$ cat config.mk
export PLATFORM = sky130hd
export DESIGN_NAME = requant_relu_serializer
export DESIGN_NICKNAME = d
export VERILOG_FILES = /design/src/rtl/requant_relu_serializer_pkg.sv /design/src/rtl/requant_relu_serializer_lane.sv /design/src/rtl/requant_relu_serializer.sv
export SDC_FILE = /design/constraint.sdc
export NUM_CORES = 2
export LEC_CHECK = 0
export ABC_AREA = 1
export BUFFER_PORTS_ARGS = -buffer_cell sky130_fd_sc_hd__buf_4
export CORE_UTILIZATION = 30
export CTS_BUF_LIST = sky130_fd_sc_hd__clkbuf_16
export DETAILED_ROUTE_END_ITERATION = 8
export PLACE_DENSITY_LB_ADDON = 0.1
export RECOVER_POWER = 25
export SLEW_MARGIN = 25
export SYNTH_ARGS = -nofsm -noshare
export SYNTH_HDL_FRONTEND = slang
export SYNTH_HIERARCHICAL = 1
export SYNTH_SLANG_ARGS = --single-unit
$ cat constraint.sdc
create_clock -name clk -period 35.7 [get_ports clk]
set_input_delay 3.57 -clock clk [delete_from_list [all_inputs] [get_ports clk]]
set_output_delay 3.57 -clock clk [all_outputs]
set_load 0.02 [all_outputs]
$ cat src/rtl/requant_relu_serializer_pkg.sv
// rtl/requant_relu_serializer_pkg.sv - shared widths, FSM encoding and saturation limits
package requant_relu_serializer_pkg;

  localparam int ACT_PER_ADDR = 4;
  localparam int BW_PER_ACT   = 12;
  localparam int BW_PER_PARAM = 8;
  localparam int ADDER_BW     = 29;
  localparam int CH_OUT       = 8;
  localparam int SHIFT_BW     = 5;
  localparam int CH_BW        = 3;
  localparam int SHIFT_MAX    = 24;
  // One extra bit holds acc + bias + rounding constant without overflow.
  localparam int SUM_BW       = ADDER_BW + 1;

  typedef enum logic {
    ST_IDLE  = 1'b0,
    ST_DRAIN = 1'b1
  } state_e;

  localparam logic signed [SUM_BW-1:0] SAT_MAX = SUM_BW'((1 << (BW_PER_ACT - 1)) - 1);
  localparam logic signed [SUM_BW-1:0] SAT_MIN = ~SAT_MAX;

  function automatic logic [SHIFT_BW-1:0] clamp_shift(input logic [SHIFT_BW-1:0] sh);
    return (sh > SHIFT_BW'(SHIFT_MAX)) ? SHIFT_BW'(SHIFT_MAX) : sh;
  endfunction

endpackage

$ cat src/rtl/requant_relu_serializer_lane.sv
// rtl/requant_relu_serializer_lane.sv - combinational round/shift/relu/saturate for one pixel
// Ports:
//   i_sum   biased sum (signed, SUM_BW)
//   i_shift right-shift amount, already clamped to 0..24
//   i_relu  1: negative results become 0
//   o_act   saturated signed activation
module requant_lane
  import requant_relu_serializer_pkg::*;
(
  input  logic [SUM_BW-1:0]     i_sum,
  input  logic [SHIFT_BW-1:0]   i_shift,
  input  logic                  i_relu,
  output logic [BW_PER_ACT-1:0] o_act
);

  logic        [SUM_BW-1:0] w_rnd;
  logic signed [SUM_BW-1:0] w_biased;
  logic signed [SUM_BW-1:0] w_shr;
  logic signed [SUM_BW-1:0] w_relu;

  always_comb begin
    // Adding half an LSB before the floor shift rounds ties toward +inf.
    w_rnd = '0;
    if (i_shift != '0) begin
      w_rnd = SUM_BW'(1) << (i_shift - 1'b1);
    end
    w_biased = $signed(i_sum) + $signed(w_rnd);
    w_shr    = w_biased >>> i_shift;
    w_relu   = (i_relu && w_shr[SUM_BW-1]) ? '0 : w_shr;
    if (w_relu > SAT_MAX) begin
      o_act = SAT_MAX[BW_PER_ACT-1:0];
    end else if (w_relu < SAT_MIN) begin
      o_act = SAT_MIN[BW_PER_ACT-1:0];
    end else begin
      o_act = w_relu[BW_PER_ACT-1:0];
    end
  end

endmodule

$ cat src/rtl/requant_relu_serializer.sv
// rtl/requant_relu_serializer.sv - capture 8ch x 4px sums, requantize, stream one channel per beat
// Ports:
//   clk, srst_n              clock, async active-low reset
//   acc_valid / acc_ready    capture handshake for add_ch0..7, bias, quant_shift, relu_en
//   out_valid / out_ready    output beat handshake
//   act_data, act_ch, act_last  4 activations, channel index, last-channel flag
//   err_overrun              sticky: acc_valid seen while busy
module requant_relu_serializer
  import requant_relu_serializer_pkg::*;
(
  input  logic                               clk,
  input  logic                               srst_n,
  input  logic                               acc_valid,
  output logic                               acc_ready,
  input  logic [ADDER_BW*ACT_PER_ADDR-1:0]   add_ch0,
  input  logic [ADDER_BW*ACT_PER_ADDR-1:0]   add_ch1,
  input  logic [ADDER_BW*ACT_PER_ADDR-1:0]   add_ch2,
  input  logic [ADDER_BW*ACT_PER_ADDR-1:0]   add_ch3,
  input  logic [ADDER_BW*ACT_PER_ADDR-1:0]   add_ch4,
  input  logic [ADDER_BW*ACT_PER_ADDR-1:0]   add_ch5,
  input  logic [ADDER_BW*ACT_PER_ADDR-1:0]   add_ch6,
  input  logic [ADDER_BW*ACT_PER_ADDR-1:0]   add_ch7,
  input  logic [BW_PER_PARAM*CH_OUT-1:0]     bias,
  input  logic [SHIFT_BW-1:0]                quant_shift,
  input  logic                               relu_en,
  output logic                               out_valid,
  input  logic                               out_ready,
  output logic [BW_PER_ACT*ACT_PER_ADDR-1:0] act_data,
  output logic [CH_BW-1:0]                   act_ch,
  output logic                               act_last,
  output logic                               err_overrun
);

  logic [ADDER_BW*ACT_PER_ADDR-1:0]   w_add [CH_OUT];
  state_e                             r_state;
  logic [ADDER_BW*ACT_PER_ADDR-1:0]   r_acc [CH_OUT];
  logic [BW_PER_PARAM*CH_OUT-1:0]     r_bias;
  logic [SHIFT_BW-1:0]                r_shift;
  logic                               r_relu;
  logic [CH_BW-1:0]                   r_cnt;
  logic                               r_issued_all;
  logic                               r_s1_valid;
  logic [CH_BW-1:0]                   r_s1_ch;
  logic [SUM_BW-1:0]                  r_s1_sum [ACT_PER_ADDR];
  logic                               w_adv;
  logic                               w_issue;
  logic                               w_capture;
  logic [ADDER_BW*ACT_PER_ADDR-1:0]   w_cur_acc;
  logic [BW_PER_PARAM-1:0]            w_cur_bias;
  logic [SUM_BW-1:0]                  w_bias_ext;
  logic [SUM_BW-1:0]                  w_s1_next [ACT_PER_ADDR];
  logic [BW_PER_ACT*ACT_PER_ADDR-1:0] w_lane_act;

  assign w_add[0] = add_ch0;
  assign w_add[1] = add_ch1;
  assign w_add[2] = add_ch2;
  assign w_add[3] = add_ch3;
  assign w_add[4] = add_ch4;
  assign w_add[5] = add_ch5;
  assign w_add[6] = add_ch6;
  assign w_add[7] = add_ch7;

  assign acc_ready = (r_state == ST_IDLE);
  assign w_capture = acc_valid && acc_ready;
  // The whole pipeline moves only when the output register is free or being drained.
  assign w_adv     = !out_valid || out_ready;
  assign w_issue   = (r_state == ST_DRAIN) && !r_issued_all;

  assign w_cur_acc  = r_acc[r_cnt];
  assign w_cur_bias = r_bias[int'(r_cnt)*BW_PER_PARAM +: BW_PER_PARAM];
  assign w_bias_ext = {{(SUM_BW-BW_PER_PARAM){w_cur_bias[BW_PER_PARAM-1]}}, w_cur_bias};

  always_comb begin
    for (int p = 0; p < ACT_PER_ADDR; p++) begin
      w_s1_next[p] = {w_cur_acc[p*ADDER_BW+ADDER_BW-1], w_cur_acc[p*ADDER_BW +: ADDER_BW]}
                     + w_bias_ext;
    end
  end

  genvar g;
  generate
    for (g = 0; g < ACT_PER_ADDR; g++) begin : g_lane
      requant_lane u_lane (
        .i_sum   (r_s1_sum[g]),
        .i_shift (r_shift),
        .i_relu  (r_relu),
        .o_act   (w_lane_act[g*BW_PER_ACT +: BW_PER_ACT])
      );
    end
  endgenerate

  // Data-only registers: qualified by the control valids, so no reset needed.
  always_ff @(posedge clk) begin
    if (w_capture) begin
      for (int k = 0; k < CH_OUT; k++) begin
        r_acc[k] <= w_add[k];
      end
      r_bias  <= bias;
      r_shift <= clamp_shift(quant_shift);
      r_relu  <= relu_en;
    end
    if (w_adv && w_issue) begin
      for (int p = 0; p < ACT_PER_ADDR; p++) begin
        r_s1_sum[p] <= w_s1_next[p];
      end
    end
  end

  always_ff @(posedge clk or negedge srst_n) begin
    if (!srst_n) begin
      r_state      <= ST_IDLE;
      r_cnt        <= '0;
      r_issued_all <= 1'b0;
      r_s1_valid   <= 1'b0;
      r_s1_ch      <= '0;
      out_valid    <= 1'b0;
      act_data     <= '0;
      act_ch       <= '0;
      act_last     <= 1'b0;
      err_overrun  <= 1'b0;
    end else begin
      if (acc_valid && !acc_ready) begin
        err_overrun <= 1'b1;
      end
      case (r_state)
        ST_IDLE: begin
          if (acc_valid) begin
            r_state      <= ST_DRAIN;
            r_cnt        <= '0;
            r_issued_all <= 1'b0;
          end
        end
        ST_DRAIN: begin
          if (out_valid && out_ready && act_last) begin
            r_state <= ST_IDLE;
          end
        end
        default: r_state <= ST_IDLE;
      endcase
      if (w_adv) begin
        out_valid <= r_s1_valid;
        if (r_s1_valid) begin
          act_data <= w_lane_act;
          act_ch   <= r_s1_ch;
          act_last <= (r_s1_ch == CH_BW'(CH_OUT - 1));
        end
        r_s1_valid <= w_issue;
        if (w_issue) begin
          r_s1_ch <= r_cnt;
          r_cnt   <= r_cnt + 1'b1;
          // Counter stops after the last channel; no ninth issue.
          if (r_cnt == CH_BW'(CH_OUT - 1)) begin
            r_issued_all <= 1'b1;
          end
        end
      end
    end
  end

endmodule
======== Word-level counts from Yosys, hierarchy flattened ========
Memories as Yosys holds them, arrays and structs flattened.
Cells that the tools add are included.
word-level totals
  register bits ........................... 133
  output and inout port bits .............. 55
  input port bits ......................... 1002
  latch bits .............................. 0
  logic and storage cells ................. 88
  memory bits (writable) .................. 1048
  memories kept ........................... 2
  bits in read-only memories .............. 0
cells by class
  shift-type cells ........................ 6
  div/mod/pow operators ................... 0
  $add $sub $neg .......................... 10
  reduce and logical (&&, ||, !) cells .... 16
  magnitude comparators ................... 9
  eq/ne operators ......................... 2
  bitwise operators ....................... 1
  multiply operators ...................... 0
  muxes and demuxes ....................... 29
memories
  memory    words  width  rd ports  clocked after memory_dff  write ports  line                           text
  r_acc     8      116    1         0                         8            requant_relu_serializer.sv:36  logic [ADDER_BW*ACT_PER_ADDR-1:0] r_acc [CH_OUT];
  r_s1_sum  4      30     4         0                         4            requant_relu_serializer.sv:44  logic [SUM_BW-1:0] r_s1_sum [ACT_PER_ADDR];
operators by type and width
  operator                number
  $mux W30                5
  $add A29 B8 Y30         4
  $add A30 B30 Y30        4
  $gt A30 B12 Y1 const B  4
  $lt A30 B12 Y1 const B  4
  $sshr A30 B5 Y30        4
  $mux W12                8
  $shiftx A64 B7 Y8       1
  $shl A1 B5 Y30 const A  1
  $mux W3                 4
  $mux W1                 11
  $logic_and A1 B1 Y1     10
  $eq A3 B3 Y1 const B    2
  $gt A5 B5 Y1 const B    1
  $reduce_bool A5 Y1      1
  $sub A5 B1 Y5 const B   1
  $reduce_and A2 Y1       2
  $add A3 B1 Y3 const B   1
  $logic_not A1 Y1        2
  $pmux W1 S2             1
  $logic_or A1 B1 Y1      1
  $not A1 Y1              1

======== Longest topological paths before layout ========
  depth after elaboration ................. 10
  gate-level depth with buffers ........... 42
  depth with buffers taken out ............ 38

======== Hierarchy ========
The synthesis kept the hierarchy.
modules (own cells, without submodules)
  module                               seq. area each (um^2)  area each (um^2)  instances  cells an instance
  requant_relu_serializer              35148.7                52546.6           1          4964
  requant_lane (g_lane[1].u_lane ...)  0.0                    4391.7            3          921
  requant_lane (g_lane[0].u_lane)      0.0                    4371.7            1          931

======== Worst setup path before layout ========
OpenSTA, ideal clock, no wires.
  kind .................................... input to register
  start ................................... input port acc_valid
  end ..................................... register r_cnt[0]
  path buffers ............................ 0
  path slack .............................. 11.401 ns
  data arrival time ....................... 24.168 ns
  setup time .............................. 0.132 ns
  required time ........................... 35.568 ns
  stages on the path ...................... 5
  path through ............................ nand2_1 -> inv_1 -> o21ai_0 -> nand2_1 -> inv_1
between the ends
  cells in the longest elaborated chain, start to end .. 4
ends and longest elaborated chain
  item                  line                            text
  start, declared       requant_relu_serializer.sv:13   input logic acc_valid,
  $mux W3 *             requant_relu_serializer.sv:127  if (acc_valid) begin
  $mux W3 *             requant_relu_serializer.sv:125  case (r_state)
  $mux W3               requant_relu_serializer.sv:148  if (w_issue) begin
  $mux W3 *             requant_relu_serializer.sv:140  if (w_adv) begin
  end signal, assigned  requant_relu_serializer.sv:150  r_cnt <= r_cnt + 1'b1;
  end, declared         requant_relu_serializer.sv:40   logic [CH_BW-1:0] r_cnt;
Every way passes the cells marked *; elsewhere a longest branch is shown, timed or not.
A chain may end at the register's enable or synchronous reset.

==> qor.yml <==
sta:
  rsz0062_at_grt: "no"
  setup_tns_ns: 0
  clock.fmax_mhz: 134
  layout_min_cycle_time_ns: 7.46
  maxSlewHeadroom: 0.269
  clock_skew_ns: 0.103
  post-route-period-util: 0.209
  setup_viol: 0
  finalHoldWorstSlack_ns: 0.460
  drv_slew: 0
  hold_violations: 0
  tightest_slew_ns: 1.09
floorplanning:
  pin_count: 1057
  die_area_mm2: 0.236
  core_area_mm2: 0.232
  initial_core_util: 0.302
  num_rows: 177
  die_y_um: 485
  die_x_um: 485
pwr:
  power_density_mw_per_mm2: 99.2
  power_leakage_nw: 38.6
  ir_drop_mv: 0.0726
synthesis:
  syn_area_per_cell_um2: 8.10
  syn-num-nets: 9902
  synth_fa_ha_area_frac: 0.0441
  yosys-mux-area-fraction: 0.000857
  synth_flop_cell: "edfxtp_1"
  synthesis.area_mm2: 0.0701
  synth_xor_area_frac: 0.0147
  synth_edf_count: 1118
  synth_top_family_by_area: "simple AND/OR/NAND/NOR gates"
  ys_ff_latch: 1181
  synthSimpleGateAreaFrac: 0.274
  synthCells: 8658
  synth_compound_area_frac: 0.0901
  yosysUniqueCellTypes: 55
  ys_warn_count: 6
  yosysSeqAreaShare: 0.501
  synth-async-reset-ratio: 0.0533
worst_hold_path:
  hold_path.class: "reg -> reg"
global_route:
  grt_pass1_wl_um: 408000
  gr-usage-all-layers: 0.235
  grt_overflow: 0
  grt_max_degree: 149
  grt_antenna_before_repair: 105
  grt_pass1_vias: 60320
routing:
  wl_per_cell_um: 22.2
  routed_via_density: 4.80
  drc: 0
  num_vias: 61415
  antenna_left: 0
  drt-total-wl_um: 284000
  first_pass_iters: 6
  drt_iter0_markers: 4285
finish:
  drive_above_1_share: 0.156
  nets: 10839
  regArea_mm2: 0.0352
  area_growth_pct: 22.4
  fillers: 24256
  multi_input_area_mm2: 0.0297
clocking:
  cts_tree: "done"
  ctsResizeCount: 0
  clockRootBuffer: "clkbuf_16"
  clock-sinks: 1181
  clk_latency_ns: 0.86
  cts_htree_levels: 4
  cts-hold-fix-buffers: 0
  clk_pin_slew_ns: 0.06
  cts_made_buffers: 141
  cts_setup_buffers: 0
  cts_buffer_depth: 3
placed_design:
  place.gp.congestion: 0.916
  hpwl_um: 221000
  portBuffers: 1056
critical_path:
  slowest_delay_ns: 0.88
  cpLargestDelayFamily: "buffers and inverters"
  crit_slowest_cell: "buf_4"
  cp_num_cells: 7
  path_buf_inv: 6
  r2r_slack_ns: 29.42
  crit_start: "acc_valid"
  rr_endpoint: "act_data[15]$_DFFE_PN0P_"
  r2r_cells: 34
  worstPathRequired_ns: 36.14
  cp-end-kind: "flop"
  setup.worst_path.end: "r_acc[4][62]$_DFFE_PP_"
  crit_top_cell: "buf_4"
  r2r-start: "r_shift[4]$_SDFFCE_PN1P_"
  arrival_ns: 7.90
  path_max_fanout: 101
  crit_chain: "buf_4, nand2_1, inv_8, buf_4, buf_4, buf_4, buf_4"
  criticalPathCategory: "in -> reg"
  critPathLaunchType: "input pin"
flow_run:
  drv_cap: 0
status:
  outcome: "finished, final reports clean"
[where the power goes]
| group | switching (mW) | internal (mW) |
|---|---|---|
| Combinational | 3.46 | 1.46 |
| Clock | 0.648 | 0.854 |
| Sequential | 0.112 | 1.98 |
| Total | 4.22 | 4.29 |
[synthesized netlist by cell type (all sizes together), types with 3 or more instances]
| master | instances | area, um^2 |
|---|---|---|
| xor2 | 86 | 761 |
| nand4 | 48 | 300 |
| a21oi | 185 | 941 |
| a311oi | 3 | 26.3 |
| nor2 | 1050 | 4120 |
| clkbuf | 192 | 722 |
| a21o | 5 | 37.5 |
| a211oi | 3 | 22.5 |
| nand2 | 2808 | 10800 |
| nor3 | 43 | 215 |
| clkinv | 15 | 56.3 |
| nand3 | 683 | 3570 |
| mux2i | 6 | 60.1 |
| edfxtp | 1118 | 33600 |
| or2 | 7 | 43.8 |
| inv | 969 | 3640 |
| xnor2 | 31 | 272 |
| o21bai | 24 | 180 |
| o311ai | 4 | 35.0 |
| fa | 8 | 160 |
| o31ai | 5 | 37.5 |
| o221ai | 10 | 87.6 |
| ha | 234 | 2930 |
| o211ai | 16 | 120 |
| buf | 138 | 803 |
| nand3b | 16 | 195 |
| dfrtp | 63 | 1580 |
| o22ai | 253 | 1580 |
| a31oi | 5 | 31.3 |
| o21ai | 608 | 3050 |
| a221oi | 3 | 26.3 |
| o2111ai | 14 | 123 |
[placed cells by master, fill, tap and decap left out, types with 181 or more instances in the layout]
cell,count
inv_1,967
nor2_1,1004
nand3_1,653
o21ai_1,223
edfxtp_1,1118
buf_4,514
nand2_1,2733
ha_1,234
o21ai_0,383
clkbuf_4,584
o22ai_1,253
a21oi_1,181
[cell type report]
class | instances | area share
Antenna cell | 38 | 0.00111
Clock buffer | 142 | 0.0414
Clock inverter | 117 | 0.0151
Inverter | 984 | 0.0435
Multi-Input combinational cell | 6163 | 0.347
Sequential cell | 1181 | 0.410
Tap cell | 3043 | 0.0444
Timing Repair Buffer | 1124 | 0.0980
[worst min path at each step]
stage                                  from                 endpoint  slack (ns)  depth (start not counted)
floorplan            r_s1_valid$_DFFE_PN0N_    out_valid$_DFFE_PN0N_        0.43                          2
detailed placement  err_overrun$_DFFE_PN0P_  err_overrun$_DFFE_PN0P_        0.45                          1
finish              err_overrun$_DFFE_PN0P_  err_overrun$_DFFE_PN0P_        0.46                          1
global route        err_overrun$_DFFE_PN0P_  err_overrun$_DFFE_PN0P_        0.48                          1
global placement    err_overrun$_DFFE_PN0P_  err_overrun$_DFFE_PN0P_        0.45                          1
CTS                 err_overrun$_DFFE_PN0P_  err_overrun$_DFFE_PN0P_        0.47                          1
[per-stage QoR]
step                      worst slack (ns)  instances   util  area [um^2]  total power [mW]
final                                28.24      12792  0.369        85800              8.51
after global routing                 27.95      12774  0.369        85800              9.22
after CTS                            28.28      12754  0.369        85800              8.60
after detailed placement             27.38      12495  0.348        80900              7.06
after global placement               27.42      12495  0.348        80900              7.08
after floorplan                      11.40       8658      -        70100              5.56
[cell families (layout without fill, tap and decap cells)]
kind of cell               Yosys count  count (layout)
and+or+nand+nor                   4658            4658
buffers and inverters             1314            2367
DFF                               1181            1181
AOI/OAI and AO/OA                 1140            1140
adders and majority gates          242             242
xor gates and xnor gates           117             117
muxes                                6               6
other                                0              38
[per-layer routing]
| layer | global-route usage | vias to the layer above | routed length [um] |
|---|---|---|---|
| met2 | 0.410 | 1554 | 140000 |
| li1 | - | 30576 | - |
| met1 | 0.294 | 28754 | 121000 |
| met5 | 0 | - | 676 |
| met3 | 0.0472 | 431 | 16100 |
| met4 | 0.0601 | 100 | 6950 |
[worst register-to-register path, delay by kind of cell, from the launching register on]
family | cells | cell delay (ns)
adders and majority gates | 1 | 0.37
and+or+nand+nor | 25 | 3.09
DFF | 1 | 0.87
buffers and inverters | 7 | 1.60
AOI/OAI and AO/OA | 1 | 0.27
[sequential cells by signal (all words and copies together) (netlist names), 3 cells and up]
signal	flops
r_acc	928
r_s1_sum	120
r_bias	64
act_data	48
r_shift	5
act_ch	3
r_cnt	3
r_s1_ch	3
Power figures use the tool's default switching activity.
